--- src/rtl/multi_channel_pulse_generator.sv ---
// Multi-channel programmable pulse generator: per-channel period/width/burst pulse trains.
// Latency: first pulse_out high cycle is the cycle right after the accepted start edge.
// Backpressure: none; enable=0 freezes every channel in place and forces pulse_out low.
//
// Ports:
//   clk, reset        rising-edge clock, asynchronous active-high reset
//   enable            global run enable; low freezes counters/state, start/stop ignored
//   cfg_we/cfg_ch     shadow-register write strobe and target channel (out-of-range ignored)
//   cfg_period/width  period P and high width W (P=0 behaves as 1)
//   cfg_burst_n       burst length N in periods (N=0 behaves as 1)
//   cfg_burst         0 continuous, 1 burst
//   start/stop        per-channel start/retrigger and abort; stop wins
//   pulse_out         registered pulse outputs
//   busy              channel in RUN
//   done              one-cycle strobe when a burst completes

module multi_channel_pulse_generator #(
    parameter int NUM_CH  = 4,
    parameter int CNT_W   = 16,
    parameter int BURST_W = 8,
    parameter int CH_W    = 2
) (
    input  logic               clk,
    input  logic               reset,
    input  logic               enable,
    input  logic               cfg_we,
    input  logic [CH_W-1:0]    cfg_ch,
    input  logic [CNT_W-1:0]   cfg_period,
    input  logic [CNT_W-1:0]   cfg_width,
    input  logic [BURST_W-1:0] cfg_burst_n,
    input  logic               cfg_burst,
    input  logic [NUM_CH-1:0]  start,
    input  logic [NUM_CH-1:0]  stop,
    output logic [NUM_CH-1:0]  pulse_out,
    output logic [NUM_CH-1:0]  busy,
    output logic [NUM_CH-1:0]  done
);

    typedef enum logic {
        IDLE = 1'b0,
        RUN  = 1'b1
    } state_t;

    localparam logic [CNT_W-1:0]   ONE_C = CNT_W'(1);
    localparam logic [BURST_W-1:0] ONE_B = BURST_W'(1);

    for (genvar i = 0; i < NUM_CH; i++) begin : g_ch

        // Channel select only ever matches indices that exist, so an
        // out-of-range cfg_ch simply selects nothing.
        logic cfg_sel;
        assign cfg_sel = cfg_we && (cfg_ch == CH_W'(i));

        // Shadow configuration, written freely; never read by the counter directly.
        logic [CNT_W-1:0]   sh_period;
        logic [CNT_W-1:0]   sh_width;
        logic [BURST_W-1:0] sh_burst_n;
        logic               sh_burst;

        always_ff @(posedge clk or posedge reset) begin
            if (reset) begin
                sh_period  <= ONE_C;
                sh_width   <= '0;
                sh_burst_n <= ONE_B;
                sh_burst   <= 1'b0;
            end else if (cfg_sel) begin
                sh_period  <= cfg_period;
                sh_width   <= cfg_width;
                sh_burst_n <= cfg_burst_n;
                sh_burst   <= cfg_burst;
            end
        end

        // Zero period / burst length are folded to 1 on the way into the
        // active registers, so the counter never sees them.
        logic [CNT_W-1:0]   sh_period_norm;
        logic [BURST_W-1:0] sh_burst_n_norm;
        assign sh_period_norm  = (sh_period  == '0) ? ONE_C : sh_period;
        assign sh_burst_n_norm = (sh_burst_n == '0) ? ONE_B : sh_burst_n;

        // Active state
        state_t             state_q,      state_nx;
        logic [CNT_W-1:0]   cnt_q,        cnt_nx;
        logic [BURST_W-1:0] remaining_q,  remaining_nx;
        logic [CNT_W-1:0]   act_period_q, act_period_nx;
        logic [CNT_W-1:0]   act_width_q,  act_width_nx;
        logic               act_burst_q,  act_burst_nx;
        logic               pulse_q,      pulse_nx;
        logic               done_q,       done_nx;

        always_ff @(posedge clk or posedge reset) begin
            if (reset) begin
                state_q      <= IDLE;
                cnt_q        <= '0;
                remaining_q  <= ONE_B;
                act_period_q <= ONE_C;
                act_width_q  <= '0;
                act_burst_q  <= 1'b0;
                pulse_q      <= 1'b0;
                done_q       <= 1'b0;
            end else begin
                state_q      <= state_nx;
                cnt_q        <= cnt_nx;
                remaining_q  <= remaining_nx;
                act_period_q <= act_period_nx;
                act_width_q  <= act_width_nx;
                act_burst_q  <= act_burst_nx;
                pulse_q      <= pulse_nx;
                done_q       <= done_nx;
            end
        end

        logic period_end;
        assign period_end = (cnt_q == (act_period_q - ONE_C));

        always_comb begin
            state_nx      = state_q;
            cnt_nx        = cnt_q;
            remaining_nx  = remaining_q;
            act_period_nx = act_period_q;
            act_width_nx  = act_width_q;
            act_burst_nx  = act_burst_q;
            pulse_nx      = 1'b0;
            done_nx       = 1'b0;

            if (!enable) begin
                // Frozen: everything holds, output parked low.
            end else if (stop[i]) begin
                state_nx = IDLE;
            end else if (start[i]) begin
                // Start and retrigger are the same action: full config load.
                state_nx      = RUN;
                cnt_nx        = '0;
                act_period_nx = sh_period_norm;
                act_width_nx  = sh_width;
                act_burst_nx  = sh_burst;
                remaining_nx  = sh_burst_n_norm;
                pulse_nx      = (sh_width != '0);
            end else if (state_q == RUN) begin
                if (period_end) begin
                    cnt_nx = '0;
                    if (act_burst_q) begin
                        if (remaining_q == ONE_B) begin
                            state_nx = IDLE;
                            done_nx  = 1'b1;
                        end else begin
                            remaining_nx = remaining_q - ONE_B;
                            pulse_nx     = (act_width_q != '0);
                        end
                    end else begin
                        // Continuous trains pick up new P/W only here, so a
                        // period is never cut short or stretched mid-way.
                        act_period_nx = sh_period_norm;
                        act_width_nx  = sh_width;
                        pulse_nx      = (sh_width != '0);
                    end
                end else begin
                    // cnt_q < P-1 here, so the increment cannot wrap.
                    cnt_nx   = cnt_q + ONE_C;
                    pulse_nx = ((cnt_q + ONE_C) < act_width_q);
                end
            end
        end

        assign pulse_out[i] = pulse_q;
        assign busy[i]      = (state_q == RUN);
        assign done[i]      = done_q;
    end

endmodule

--- config.mk ---
export PLATFORM = sky130hd
export DESIGN_NAME = multi_channel_pulse_generator
export DESIGN_NICKNAME = d
export VERILOG_FILES = /design/src/rtl/multi_channel_pulse_generator.sv
export SDC_FILE = /design/constraint.sdc
export NUM_CORES = 1
export LEC_CHECK = 0
export CAP_MARGIN = 20
export CORE_UTILIZATION = 45
export CTS_BUF_LIST = sky130_fd_sc_hd__clkbuf_8
export DETAILED_ROUTE_END_ITERATION = 6
export GPL_ROUTABILITY_DRIVEN = 0
export PLACE_DENSITY_LB_ADDON = 0.08
export SLEW_MARGIN = 20
export SYNTH_ARGS = -nofsm -noshare
export SYNTH_HDL_FRONTEND = slang
export SYNTH_SLANG_ARGS = --single-unit
export TNS_END_PERCENT = 5
--- constraint.sdc ---
create_clock -name clk -period 15.7 [get_ports clk]
set_input_delay 1.57 -clock clk [delete_from_list [all_inputs] [get_ports clk]]
set_output_delay 1.57 -clock clk [all_outputs]
set_load 0.05 [all_outputs]
==> summary.txt <==
Run status
  – Status: completed

Drt
  – Drt drc: 0
  – Final ANT Viol Nets: 0
  – Routed len/inst: about 22 um
  – Routed WL: a little under 60000 um
  – TritonRoute pass-1 iters: 5
  – Via density: 5.80
  – Routed via count: between 15k and 20k
  – DR iter-0 viols: around 1.1k

Floorplan
  – Full die area: ~50000 um2
  – Standard-cell rows: 80
  – Die Ht: about 220 um
  – Die width: around 220 um
  – Core area: between 40000 and 50000 um2
  – Starting Density: about 46%
  – IO Pins: 67

Final layout
  – Final std cells w/o fill: around 2.8k
  – Final Util: 51.5%
  – Area Growth Syn to Fin: 12.0%
  – Share of cells above drive strength 1: between 20% and 30%
  – Post-layout nets: 2209

Setup path
  – FF-to-FF End: g_ch[3].act_width_q[11]
  – FF-to-FF path depth: 9
  – Worst path slowest cell: clkdlybuf4s50_1
  – Endpoint class of the critical path: register
  – Worst EP required: approximately 16000 ps
  – Reg2Reg Setup Slack: around 12000 ps
  – Critical path arrival: ~4800 ps
  – Crit path cell chain: clkdlybuf4s50_1 > inv_1 > nor2_1 > nand2_1 > a21oi_1 > and4b_1 > a211o_1 > nor2_1
  – Critical Path Sink: g_ch[0].remaining_q[2]
  – Crit path kind: input pin to register
  – Crit-path max cell delay: about 790 ps
  – Reg2Reg Launch Point: g_ch[3].act_period_q[2]
  – Cell mode on critical path: nor2_1
  – Crit path from: enable
  – CP Max Fanout: 12
  – CP startpoint kind: input pin

Timing
  – Maximum clock rate: 236 MHz
  – RSZ-0062 raised after global routing: false
  – Hold Violations, Final: 0
  – Worst slew margin: roughly a third
  – Worst-margin pin slew: a little under 1000 ps
  – Setup violations, final: 0
  – Final setup TNS: 0 ps
  – Max-slew violation count: 0
  – Worst-case clock skew: approximately 25 ps
  – Fin Hold WS: about 470 ps
  – Final period utilization: a little over a quarter
  – Fin crit period: 4230 ps

Logic synthesis
  – Synth top area cells: dfrtp_1, mux2_2, ha_1
  – Mapped Area: between 20000 and 25000 um2
  – Top cell type's share of synthesized area: a little over two fifths
  – Post-synth EDFFs: 0
  – Seq/Total Area, Yosys: between 40% and 50%
  – Cell taking the most area after synthesis: dfrtp_1
  – Asr flop ratio synth: 100%
  – Seq cells post-synth: 404
  – Netlist cell types: 83
  – Most used DFF post-synth: dfrtp_1
  – Mapped Avg Cell Area: 11.0 um2
  – Mapped Cells: slightly above 2k
  – Synthesis Warnings: 0
  – Synth cell count leaders: dfrtp_1, mux2_2, inv_1, nand2_1, nor2_1
  – Syn nets: approximately 2.1k
  – Most frequent cell after synthesis: dfrtp_1

Clocking
  – CTS H-tree lvls: 3
  – CTS Buf Count: 74
  – # resized after CTS: 0
  – Clock Sinks: slightly above 400
  – CTS clk-pin slew, worst paths: around 70 ps
  – Clock root cell: clkbuf_8
  – Clock Tree Buf Depth: 3
  – Clk_lat worst skew: approximately 660 ps
  – Post-CTS Setup Inserts: 0
  – TritonCTS clock tree: yes
  – Hold Buf Count CTS: 0

GRT
  – GRT overflow: 0
  – All-Layer GR Usage: between 20% and 30%
  – Vias in the first global route: 15.9k
  – Antenna violations before repair: 4
  – Largest net degree at the start of global routing: 140
  – First-pass GRT wire length: around 94000 um

Worst hold path
  – Hold Path Class: register to register
  – Hold Path Stages: 2

Pwr
  – Leakage: 10.9 nW
  – Power Dens Cells: around 130 nW/um2
  – Max VDD drop: about 0.070 mV

Flow run
  – Max Cap Violations: 0

Place
  – Placed instance count: around 2.6k
  – Detailed Place HPWL: 41500 um
  – Port Buffer Count: 66
[cell usage in the layout (no fill, tap or decap), types with 13 or more instances in the layout]
master             n
nor2_1           101
clkdlybuf4s50_1   66
dfrtp_1          388
nand3_1           59
nor4_1            81
mux2_2           222
or3_1             14
nand4_1           36
mux2_4            58
a21oi_1           57
clkbuf_8          91
o21ai_0           62
buf_4             14
a31oi_1           17
xnor2_1           80
nor3_1            51
and3_1            30
nand2_1          105
a22o_1            21
nand2b_1          14
ha_1              76
o21a_1            14
inv_1            131
xor2_1            47
dfstp_2           16
a21o_1            13
a211oi_1          21
[layer usage]
| layer | part of all wire [%] | vias to the layer above | global-route usage (%) |
|---|---|---|---|
| met5 | 0.025 | - | 0 |
| met4 | 3.2 | 2 | 8.59 |
| met3 | 4.2 | 98 | 4.35 |
| met2 | 45 | 307 | 36.8 |
| met1 | 48 | 8000 | 34.9 |
| li1 | - | 7549 | - |
[per-stage QoR]
stage          instance area (um2)  worst slack [ps]  total power (W)
6_report                     24700             11470          0.00329
5_1_grt                      24700             11220          0.00349
4_1_cts                      24700             11360          0.00332
3_5_place_dp                 23200             10650          0.00226
3_3_place_gp                 23200             10770          0.00223
2_1_floorplan                22100              2920          0.00203
[where the power goes]
part	total, W	internal (W)	leakage [nW]	switching, W
logic	0.000731	0.000383	5.07	0.000348
clock network	0.00105	0.000578	0.885	0.000469
registers	0.00152	0.00126	4.93	0.000252
[final cells by class]
class,instances,area (um2)
fillers,4405,23300
multi-input cells,1407,11100
flip-flops and latches,404,10100
clock buffers,91,1250
repair buffers,81,777
well taps,615,769
inverters,110,420
clock inverters,43,302
diodes,1,2.50
[worst min-delay path by stage]
stage,from,end,slack [ps]
floorplan,g_ch[1].sh_burst,g_ch[1].act_burst_q,430
global placement,g_ch[1].sh_burst,g_ch[1].act_burst_q,450
detailed placement,g_ch[2].sh_burst,g_ch[2].act_burst_q,460
CTS,g_ch[1].sh_burst,g_ch[1].act_burst_q,470
global route,g_ch[1].sh_burst,g_ch[1].act_burst_q,520
finish,g_ch[1].sh_burst,g_ch[1].act_burst_q,470
[critical path, delay by kind of cell]
family,cells,cell delay (ps)
AOI/OAI and AO/OA,2,870
buffers and inverters,2,1230
and+or+nand+nor,4,1080
[kinds of logic after synthesis]
family                   Yosys count  synth area share [%]
XOR/XNOR                         127                  5.04
AND/OR/NAND/NOR                  583                  14.4
multiplexers                     302                  16.3
adder cells (fa/ha/maj)           76                  4.30
flip-flops                       404                  45.9
AO/OA/AOI/OAI                    319                  10.1
buffers and inverters            206                  4.07
[sequential cells by signal, indices dropped and copies added (netlist names)]
signal	count
g_ch.sh_width	64
g_ch.sh_period	64
g_ch.act_period_q	64
g_ch.state_q	4
g_ch.remaining_q	32
g_ch.sh_burst_n	32
g_ch.act_width_q	64
g_ch.sh_burst	4
g_ch.done_q	4
g_ch.act_burst_q	4
g_ch.cnt_q	64
g_ch.pulse_q	4
No activity file was read; power rests on OpenSTA's default activity.
